<file path="src/rtl/diffeq_pkg.sv">
`default_nettype none
// ============================================================================
// Module      : diffeq_pkg
// Description : Constants and helpers shared by the difference-equation
//               filter and its output buffer.
//               - DIFFEQ_N           : sample word length
//               - DIFFEQ_BUF_DEPTH   : output buffer depth
//               - buf_ptr_width()    : pointer width for a given depth
// Revision    : 1.0 - initial release
// ============================================================================
package diffeq_pkg;

    localparam int DIFFEQ_N         = 16;
    localparam int DIFFEQ_BUF_DEPTH = 8;

    // A depth of 1 would give a zero-width pointer; clamp to one bit.
    function automatic int buf_ptr_width(input int depth);
        return (depth > 1) ? $clog2(depth) : 1;
    endfunction

    localparam int DIFFEQ_BUF_PTR_W = buf_ptr_width(DIFFEQ_BUF_DEPTH);

endpackage : diffeq_pkg
`default_nettype wire

</file>
<file path="src/rtl/diffeq_out_buffer_if.sv">
`default_nettype none
// ============================================================================
// Module      : diffeq_out_buffer_if
// Description : Sample/handshake bundle between the filter, the output
//               buffer and the downstream consumer.
//               slave  : buffer side (captures i_x, presents o_data + status)
//               master : filter/consumer side
//               Ports  : i_x, i_valid, i_ready, i_clr_ovf,
//                        o_data, o_valid, o_count, o_full, o_almost_full, o_ovf
// Revision    : 1.0 - initial release
// ============================================================================
interface diffeq_out_buffer_if
    import diffeq_pkg::*;
#(
    parameter int N     = DIFFEQ_N,
    parameter int DEPTH = DIFFEQ_BUF_DEPTH
);
    localparam int CNT_W = buf_ptr_width(DEPTH) + 1;

    logic signed [N-1:0]     i_x;
    logic                    i_valid;
    logic                    i_ready;
    logic                    i_clr_ovf;
    logic signed [N-1:0]     o_data;
    logic                    o_valid;
    logic        [CNT_W-1:0] o_count;
    logic                    o_full;
    logic                    o_almost_full;
    logic                    o_ovf;

    modport slave (
        input  i_x, i_valid, i_ready, i_clr_ovf,
        output o_data, o_valid, o_count, o_full, o_almost_full, o_ovf
    );

    modport master (
        output i_x, i_valid, i_ready, i_clr_ovf,
        input  o_data, o_valid, o_count, o_full, o_almost_full, o_ovf
    );

endinterface : diffeq_out_buffer_if
`default_nettype wire

</file>
<file path="src/rtl/wrap_ptr.sv">
`default_nettype none
// ============================================================================
// Module      : wrap_ptr
// Description : Modulo-DEPTH pointer with increment enable.
//               clk    : clock
//               i_rst  : asynchronous reset, active high (pointer -> 0)
//               i_inc  : advance pointer this cycle
//               o_ptr  : current pointer value, 0..DEPTH-1
// Revision    : 1.0 - initial release
// ============================================================================
module wrap_ptr
    import diffeq_pkg::*;
#(
    parameter int DEPTH = DIFFEQ_BUF_DEPTH
)(
    input  wire logic                            clk,
    input  wire logic                            i_rst,
    input  wire logic                            i_inc,
    output logic [buf_ptr_width(DEPTH)-1:0]      o_ptr
);
    localparam int                PTR_W  = buf_ptr_width(DEPTH);
    localparam logic [PTR_W-1:0]  C_LAST = PTR_W'(DEPTH - 1);

    logic [PTR_W-1:0] ptr_q;
    logic [PTR_W-1:0] ptr_d;

    // Explicit wrap keeps the pointer correct even if DEPTH were not a
    // power of two.
    always_comb begin
        ptr_d = ptr_q;
        if (i_inc) begin
            ptr_d = (ptr_q == C_LAST) ? '0 : ptr_q + PTR_W'(1);
        end
    end

    always_ff @(posedge clk or posedge i_rst) begin
        if (i_rst) begin
            ptr_q <= '0;
        end else begin
            ptr_q <= ptr_d;
        end
    end

    assign o_ptr = ptr_q;

endmodule : wrap_ptr
`default_nettype wire

</file>
<file path="src/rtl/diffeq_out_buffer.sv">
`default_nettype none
// ============================================================================
// Module      : diffeq_out_buffer
// Description : First-word-fall-through FIFO between the difference-equation
//               filter (which cannot be stalled) and a slower consumer.
//               clk    : clock
//               i_rst  : asynchronous reset, active high; flushes the FIFO
//               bus    : slave modport of diffeq_out_buffer_if
//                        in : i_x, i_valid, i_ready, i_clr_ovf
//                        out: o_data, o_valid, o_count, o_full,
//                             o_almost_full, o_ovf (sticky drop flag)
//               N and DEPTH must match the parameters of the connected bus.
// Revision    : 1.0 - initial release
// ============================================================================
module diffeq_out_buffer
    import diffeq_pkg::*;
#(
    parameter int N        = DIFFEQ_N,
    parameter int DEPTH    = DIFFEQ_BUF_DEPTH,
    parameter int AF_LEVEL = 6
)(
    input  wire logic          clk,
    input  wire logic          i_rst,
    diffeq_out_buffer_if.slave bus
);
    localparam int                PTR_W   = buf_ptr_width(DEPTH);
    localparam int                CNT_W   = PTR_W + 1;
    localparam logic [CNT_W-1:0]  C_DEPTH = CNT_W'(DEPTH);
    localparam logic [CNT_W-1:0]  C_AF    = CNT_W'(AF_LEVEL);
    localparam logic [CNT_W-1:0]  C_ONE   = CNT_W'(1);

    logic signed [N-1:0] mem_q [DEPTH];
    logic [PTR_W-1:0]    w_wr_ptr;
    logic [PTR_W-1:0]    w_rd_ptr;
    logic [CNT_W-1:0]    count_q;
    logic [CNT_W-1:0]    count_d;
    logic                ovf_q;
    logic                ovf_d;

    logic                w_valid;
    logic                w_full;
    logic                w_rd;
    logic                w_wr;
    logic                w_drop;

    // ------------------------------------------------------------------
    // Handshake decode. When full, a concurrent read frees the slot the
    // incoming sample needs, so the write still goes ahead.
    // ------------------------------------------------------------------
    always_comb begin
        w_valid = (count_q != '0);
        w_full  = (count_q == C_DEPTH);
        w_rd    = w_valid && bus.i_ready;
        w_wr    = bus.i_valid && (!w_full || w_rd);
        w_drop  = bus.i_valid && w_full && !w_rd;
    end

    wrap_ptr #(.DEPTH(DEPTH)) u_wr_ptr (
        .clk   (clk),
        .i_rst (i_rst),
        .i_inc (w_wr),
        .o_ptr (w_wr_ptr)
    );

    wrap_ptr #(.DEPTH(DEPTH)) u_rd_ptr (
        .clk   (clk),
        .i_rst (i_rst),
        .i_inc (w_rd),
        .o_ptr (w_rd_ptr)
    );

    // ------------------------------------------------------------------
    // Storage is reset so o_data is never X, even while empty.
    // ------------------------------------------------------------------
    always_ff @(posedge clk or posedge i_rst) begin
        if (i_rst) begin
            for (int i = 0; i < DEPTH; i++) begin
                mem_q[i] <= '0;
            end
        end else if (w_wr) begin
            mem_q[w_wr_ptr] <= bus.i_x;
        end
    end

    // ------------------------------------------------------------------
    // Fill level and sticky overflow.
    // ------------------------------------------------------------------
    always_comb begin
        count_d = count_q;
        unique case ({w_wr, w_rd})
            2'b10:   count_d = count_q + C_ONE;
            2'b01:   count_d = count_q - C_ONE;
            default: count_d = count_q;
        endcase
    end

    // A drop in the same cycle as a clear wins, so no loss goes unreported.
    always_comb begin
        ovf_d = ovf_q;
        if (w_drop) begin
            ovf_d = 1'b1;
        end else if (bus.i_clr_ovf) begin
            ovf_d = 1'b0;
        end
    end

    always_ff @(posedge clk or posedge i_rst) begin
        if (i_rst) begin
            count_q <= '0;
            ovf_q   <= 1'b0;
        end else begin
            count_q <= count_d;
            ovf_q   <= ovf_d;
        end
    end

    // ------------------------------------------------------------------
    // Outputs: head of FIFO straight from storage (fall-through).
    // ------------------------------------------------------------------
    assign bus.o_data        = mem_q[w_rd_ptr];
    assign bus.o_valid       = w_valid;
    assign bus.o_count       = count_q;
    assign bus.o_full        = w_full;
    assign bus.o_almost_full = (count_q >= C_AF);
    assign bus.o_ovf         = ovf_q;

endmodule : diffeq_out_buffer
`default_nettype wire

</file>
<file path="src/flat_wrapper.sv">
// flat-port wrapper written by rule: the top's interface ports become plain ports
module diffeq_out_buffer_flat import diffeq_pkg::*;
#(
    parameter int N        = DIFFEQ_N,
    parameter int DEPTH    = DIFFEQ_BUF_DEPTH,
    parameter int AF_LEVEL = 6
)
  (clk, i_rst, bus_i_x, bus_i_valid, bus_i_ready, bus_i_clr_ovf, bus_o_data, bus_o_valid, bus_o_count, bus_o_full, bus_o_almost_full, bus_o_ovf);
  diffeq_out_buffer_if #(.N(N), .DEPTH(DEPTH)) bus_i ();
  input  wire logic clk;
  input  wire logic i_rst;
  input wire logic [$bits(bus_i.i_x)-1:0] bus_i_x;
  input wire logic [$bits(bus_i.i_valid)-1:0] bus_i_valid;
  input wire logic [$bits(bus_i.i_ready)-1:0] bus_i_ready;
  input wire logic [$bits(bus_i.i_clr_ovf)-1:0] bus_i_clr_ovf;
  output wire logic [$bits(bus_i.o_data)-1:0] bus_o_data;
  output wire logic [$bits(bus_i.o_valid)-1:0] bus_o_valid;
  output wire logic [$bits(bus_i.o_count)-1:0] bus_o_count;
  output wire logic [$bits(bus_i.o_full)-1:0] bus_o_full;
  output wire logic [$bits(bus_i.o_almost_full)-1:0] bus_o_almost_full;
  output wire logic [$bits(bus_i.o_ovf)-1:0] bus_o_ovf;
  assign bus_i.i_x = bus_i_x;
  assign bus_i.i_valid = bus_i_valid;
  assign bus_i.i_ready = bus_i_ready;
  assign bus_i.i_clr_ovf = bus_i_clr_ovf;
  assign bus_o_data = bus_i.o_data;
  assign bus_o_valid = bus_i.o_valid;
  assign bus_o_count = bus_i.o_count;
  assign bus_o_full = bus_i.o_full;
  assign bus_o_almost_full = bus_i.o_almost_full;
  assign bus_o_ovf = bus_i.o_ovf;
  diffeq_out_buffer #(.N(N), .DEPTH(DEPTH), .AF_LEVEL(AF_LEVEL)) u_core (.clk(clk), .i_rst(i_rst), .bus(bus_i));
endmodule
</file>
<file path="config.mk">
export PLATFORM = sky130hd
export DESIGN_NAME = diffeq_out_buffer_flat
export DESIGN_NICKNAME = d
export VERILOG_FILES = /design/src/rtl/diffeq_pkg.sv /design/src/rtl/diffeq_out_buffer_if.sv /design/src/rtl/wrap_ptr.sv /design/src/rtl/diffeq_out_buffer.sv /design/src/flat_wrapper.sv
export SDC_FILE = /design/constraint.sdc
export NUM_CORES = 1
export LEC_CHECK = 0
export ABC_CLOCK_PERIOD_IN_PS = 5000
export BUFFER_PORTS_ARGS = -buffer_cell sky130_fd_sc_hd__buf_4
export CAP_MARGIN = 15
export CORE_MARGIN = 10
export CORE_UTILIZATION = 43
export CTS_CLUSTER_DIAMETER = 30
export DETAILED_ROUTE_END_ITERATION = 12
export HOLD_SLACK_MARGIN = 0.06
export SYNTH_ARGS = -nofsm -noshare
export SYNTH_HDL_FRONTEND = slang
export SYNTH_HIERARCHICAL = 1
export SYNTH_SLANG_ARGS = --single-unit
</file>
<file path="constraint.sdc">
create_clock -name clk -period 5 [get_ports clk]
set_input_delay 1 -clock clk [delete_from_list [all_inputs] [get_ports clk]]
set_output_delay 1 -clock clk [all_outputs]
set_load 0.02 [all_outputs]
</file>
==> flow_metrics.py <==
metrics = {
    "drt": {
        "drc": 0,
        "postRouteAntennaNets": 0,
        "firstDrtPassIters": 4,
        "met3WireLength_um": 589,
        "drt-met1-wl_um": 6250,
        "vias": 3560,
        "drt-initial-drc-count": 193,
        "wl_um": 13700,
        "dr_wl_met2_um": 6640,
        "highest_layer": "met4",
        "wl_per_cell_um": 20.4,
        "routed_via_density": 5.31,
    },
    "placed_design": {
        "io_buffer_count": 44,
        "gp_congestion": 0.708,
        "place_hpwl_um": 8230,
        "placed_cell_area_sq_um": 7170,
        "place_ws_ns": 1.72,
        "dp.cells": 638,
    },
    "yosys": {
        "ys_warn_count": 6,
        "async_flop_share": 1.00,
        "syn-num-nets": 430,
        "syn_inst": 402,
        "synth_seq_cells": 139,
        "synth.top_cell.area_share": 0.518,
        "synth_edf_count": 0,
        "yosys.area.top_type": "dfrtp_1",
        "seq_area_frac_synth": 0.518,
        "synthFlopType": "dfrtp_1",
        "yosysMostFrequentCell": "dfrtp_1",
        "synth_common_cells": "139 x dfrtp_1, 118 x mux2_2, 32 x mux4_2, 30 x mux2_4, 11 x inv_1",
        "synth_area_leaders": "dfrtp_1 52%, mux2_2 20%, mux4_2 11%",
        "synth.cell_area_sq_um": 6720,
        "synth_area_per_cell_sq_um": 16.7,
        "synth_cell_type_count": 39,
    },
    "global_routing": {
        "grt_start_max_net_pins": 70,
        "grt_usage": 0.135,
        "grt_pass1_wl_um": 22200,
        "grt_pass1_vias": 3954,
        "antenna_found_initial": 0,
        "grt_remaining_overflow": 0,
    },
    "cells_and_area": {
        "drive_gt1_frac": 0.595,
        "area_delta_synth_final_pct": 15.5,
        "instances_no_fill": 670,
        "n_fill_cell": 1277,
        "diodes": 0,
        "stdcell_area_sq_um": 7750,
        "final_core_util": 0.508,
        "num-nets-final": 474,
    },
    "power_and_ir_drop": {
        "ir_drop_mv": 0.330,
        "fin_total_pwr_mw": 5.72,
        "switchingPower_mw": 1.82,
        "seqPwrFrac": 0.369,
        "p_int_mw": 3.90,
        "p_comb_frac": 0.415,
        "p_sw_frac": 0.318,
        "leakage_nw": 3.41,
        "powerDensity_nw_per_um2": 738,
        "clkPwrFrac": 0.216,
    },
    "sta": {
        "finClkSkew_ns": 0.00668,
        "rsz0062_at_grt": "false",
        "hold_ws_ns": 0.480,
        "setup_viol": 0,
        "min_period_ns": 3.67,
        "fin_tns_setup_ns": 0,
        "hold_violations": 0,
        "timing.final.ws_setup_ns": 1.33,
        "finalCritPeriodShare": 0.733,
        "relSlewSlack": 0.330,
        "worstMarginPinSlew_ns": 1.00,
        "final_max_slew_viol_count": 0,
        "fmax_mhz": 273,
    },
    "die": {
        "die_x_um": 145,
        "design.core.area_sq_um": 15300,
        "rows": 45,
        "pin_count": 45,
        "die_h_um": 145,
        "design.die.area_sq_um": 21000,
        "initial_core_util": 0.440,
    },
    "critical_path": {
        "r2r_end": "u_core/bus.o_count[3]",
        "cp_data_required_time_ns": 4.00,
        "reg2reg_slack_ns": 1.86,
        "r2r_start": "u_core/bus.o_count[0]",
        "cp-end-kind": "primary output",
        "crit_start": "u_core/u_rd_ptr/o_ptr[0]",
        "cp_max_fo": 18,
        "reg2regPathDepth": 6,
        "critPathArrivalTime_ns": 2.67,
        "cp-endpoint": "bus_o_data[9]",
        "critPathLaunchType": "flip-flop",
        "critPathKind": "reg2out",
    },
    "cts": {
        "cts_tree": "done",
        "cts_max_path_buffers": 2,
        "worstSkewPairLatency_ns": 0.41,
        "cts.clk_slew.worst_paths_ns": 0.06,
        "cts_buffers": 17,
        "htree_num_levels": 4,
        "cts_resized": 0,
        "cts_sinks": 139,
        "root_buffer": "clkbuf_16",
        "holdBufCountCts": 0,
        "postCtsSetupBuffers": 0,
    },
    "worst_hold_path": {
        "hold_class": "in2async",
    },
    "run_status": {
        "status": "finished, final reports clean",
    },
    "run": {
        "drv_cap": 0,
    },
}
## area by class of cell
| type | instances | area [sq um] | area share |
|---|---|---|---|
| well taps | 211 | 264 | 0.0340 |
| clock inverters | 12 | 121 | 0.0157 |
| repair buffers | 48 | 373 | 0.0481 |
| multi-input cells | 229 | 3010 | 0.388 |
| clock buffers | 20 | 467 | 0.0602 |
| flip-flops and latches | 139 | 3480 | 0.449 |
| inverters | 11 | 43.8 | 0.00565 |
## power groups by stage
stage,clock network (mW),registers [mW],logic [mW]
4_1_cts,1.26,2.12,2.43
2_1_floorplan,0,1.95,1.92
3_3_place_gp,0,2.12,2.35
5_1_grt,1.32,2.19,2.56
6_report,1.23,2.11,2.37
3_5_place_dp,0,2.13,2.42
## logic make-up (layout without fill, tap and decap cells)
group,count (synthesis),after routing,share of synthesized area
mux,182,182,0.375
flops,139,139,0.518
buf+inv,34,91,0.0345
compound gates,19,19,0.0378
simple gates,18,18,0.0175
fa+ha+maj,7,7,0.0130
xor+xnor,3,3,0.00391
## cells in the final DEF, fill, tap and decap left out, types with 3 or more instances in the layout
master / netlist / final
nor2b_1: 4 / 4
buf_4: 1 / 47
clkbuf_16: 0 / 17
mux4_2: 32 / 32
ha_1: 7 / 7
inv_1: 11 / 10
clkinv_2: 0 / 6
dfrtp_1: 139 / 138
o211ai_4: 3 / 3
nor2_1: 4 / 4
clkinvlp_4: 0 / 3
clkbuf_8: 0 / 3
mux2_4: 30 / 30
o2111ai_4: 3 / 3
mux2_2: 118 / 118
## worst min-delay path by stage
stage	end	slack, ns	cells after the start	start
CTS	u_core/u_wr_ptr/o_ptr[2]	0.46	2	i_rst
floorplan	u_core/mem_q[11]	0.46	1	u_core/mem_q[11]
global route	u_core/u_wr_ptr/o_ptr[2]	0.48	2	i_rst
global placement	u_core/mem_q[11]	0.47	1	u_core/mem_q[11]
finish	u_core/u_wr_ptr/o_ptr[2]	0.48	2	i_rst
detailed placement	u_core/mem_q[11]	0.49	1	u_core/mem_q[11]
## routing by layer
layer / vias to the layer above / global-route usage
li1: 1607 / -
met1: 1872 / 0.173
met2: 65 / 0.211
met3: 16 / 0.0400
met4: 0 / 0.0475
met5: - / 0
## worst max-delay path, cell delays in order (launching register included)
cell     delay, ns
dfrtp_2       0.75
buf_4         0.47
mux4_2        0.56
mux2_2        0.30
buf_4         0.16
## state kept, by name, summed over array words and instances, names as in the netlist
name                   cells
u_core/mem_q             128
u_core/bus.o_count         4
u_core/u_rd_ptr/o_ptr      3
u_core/u_wr_ptr/o_ptr      3
u_core/bus.o_ovf           1
Note: power is estimated with default switching activity, not from simulation.
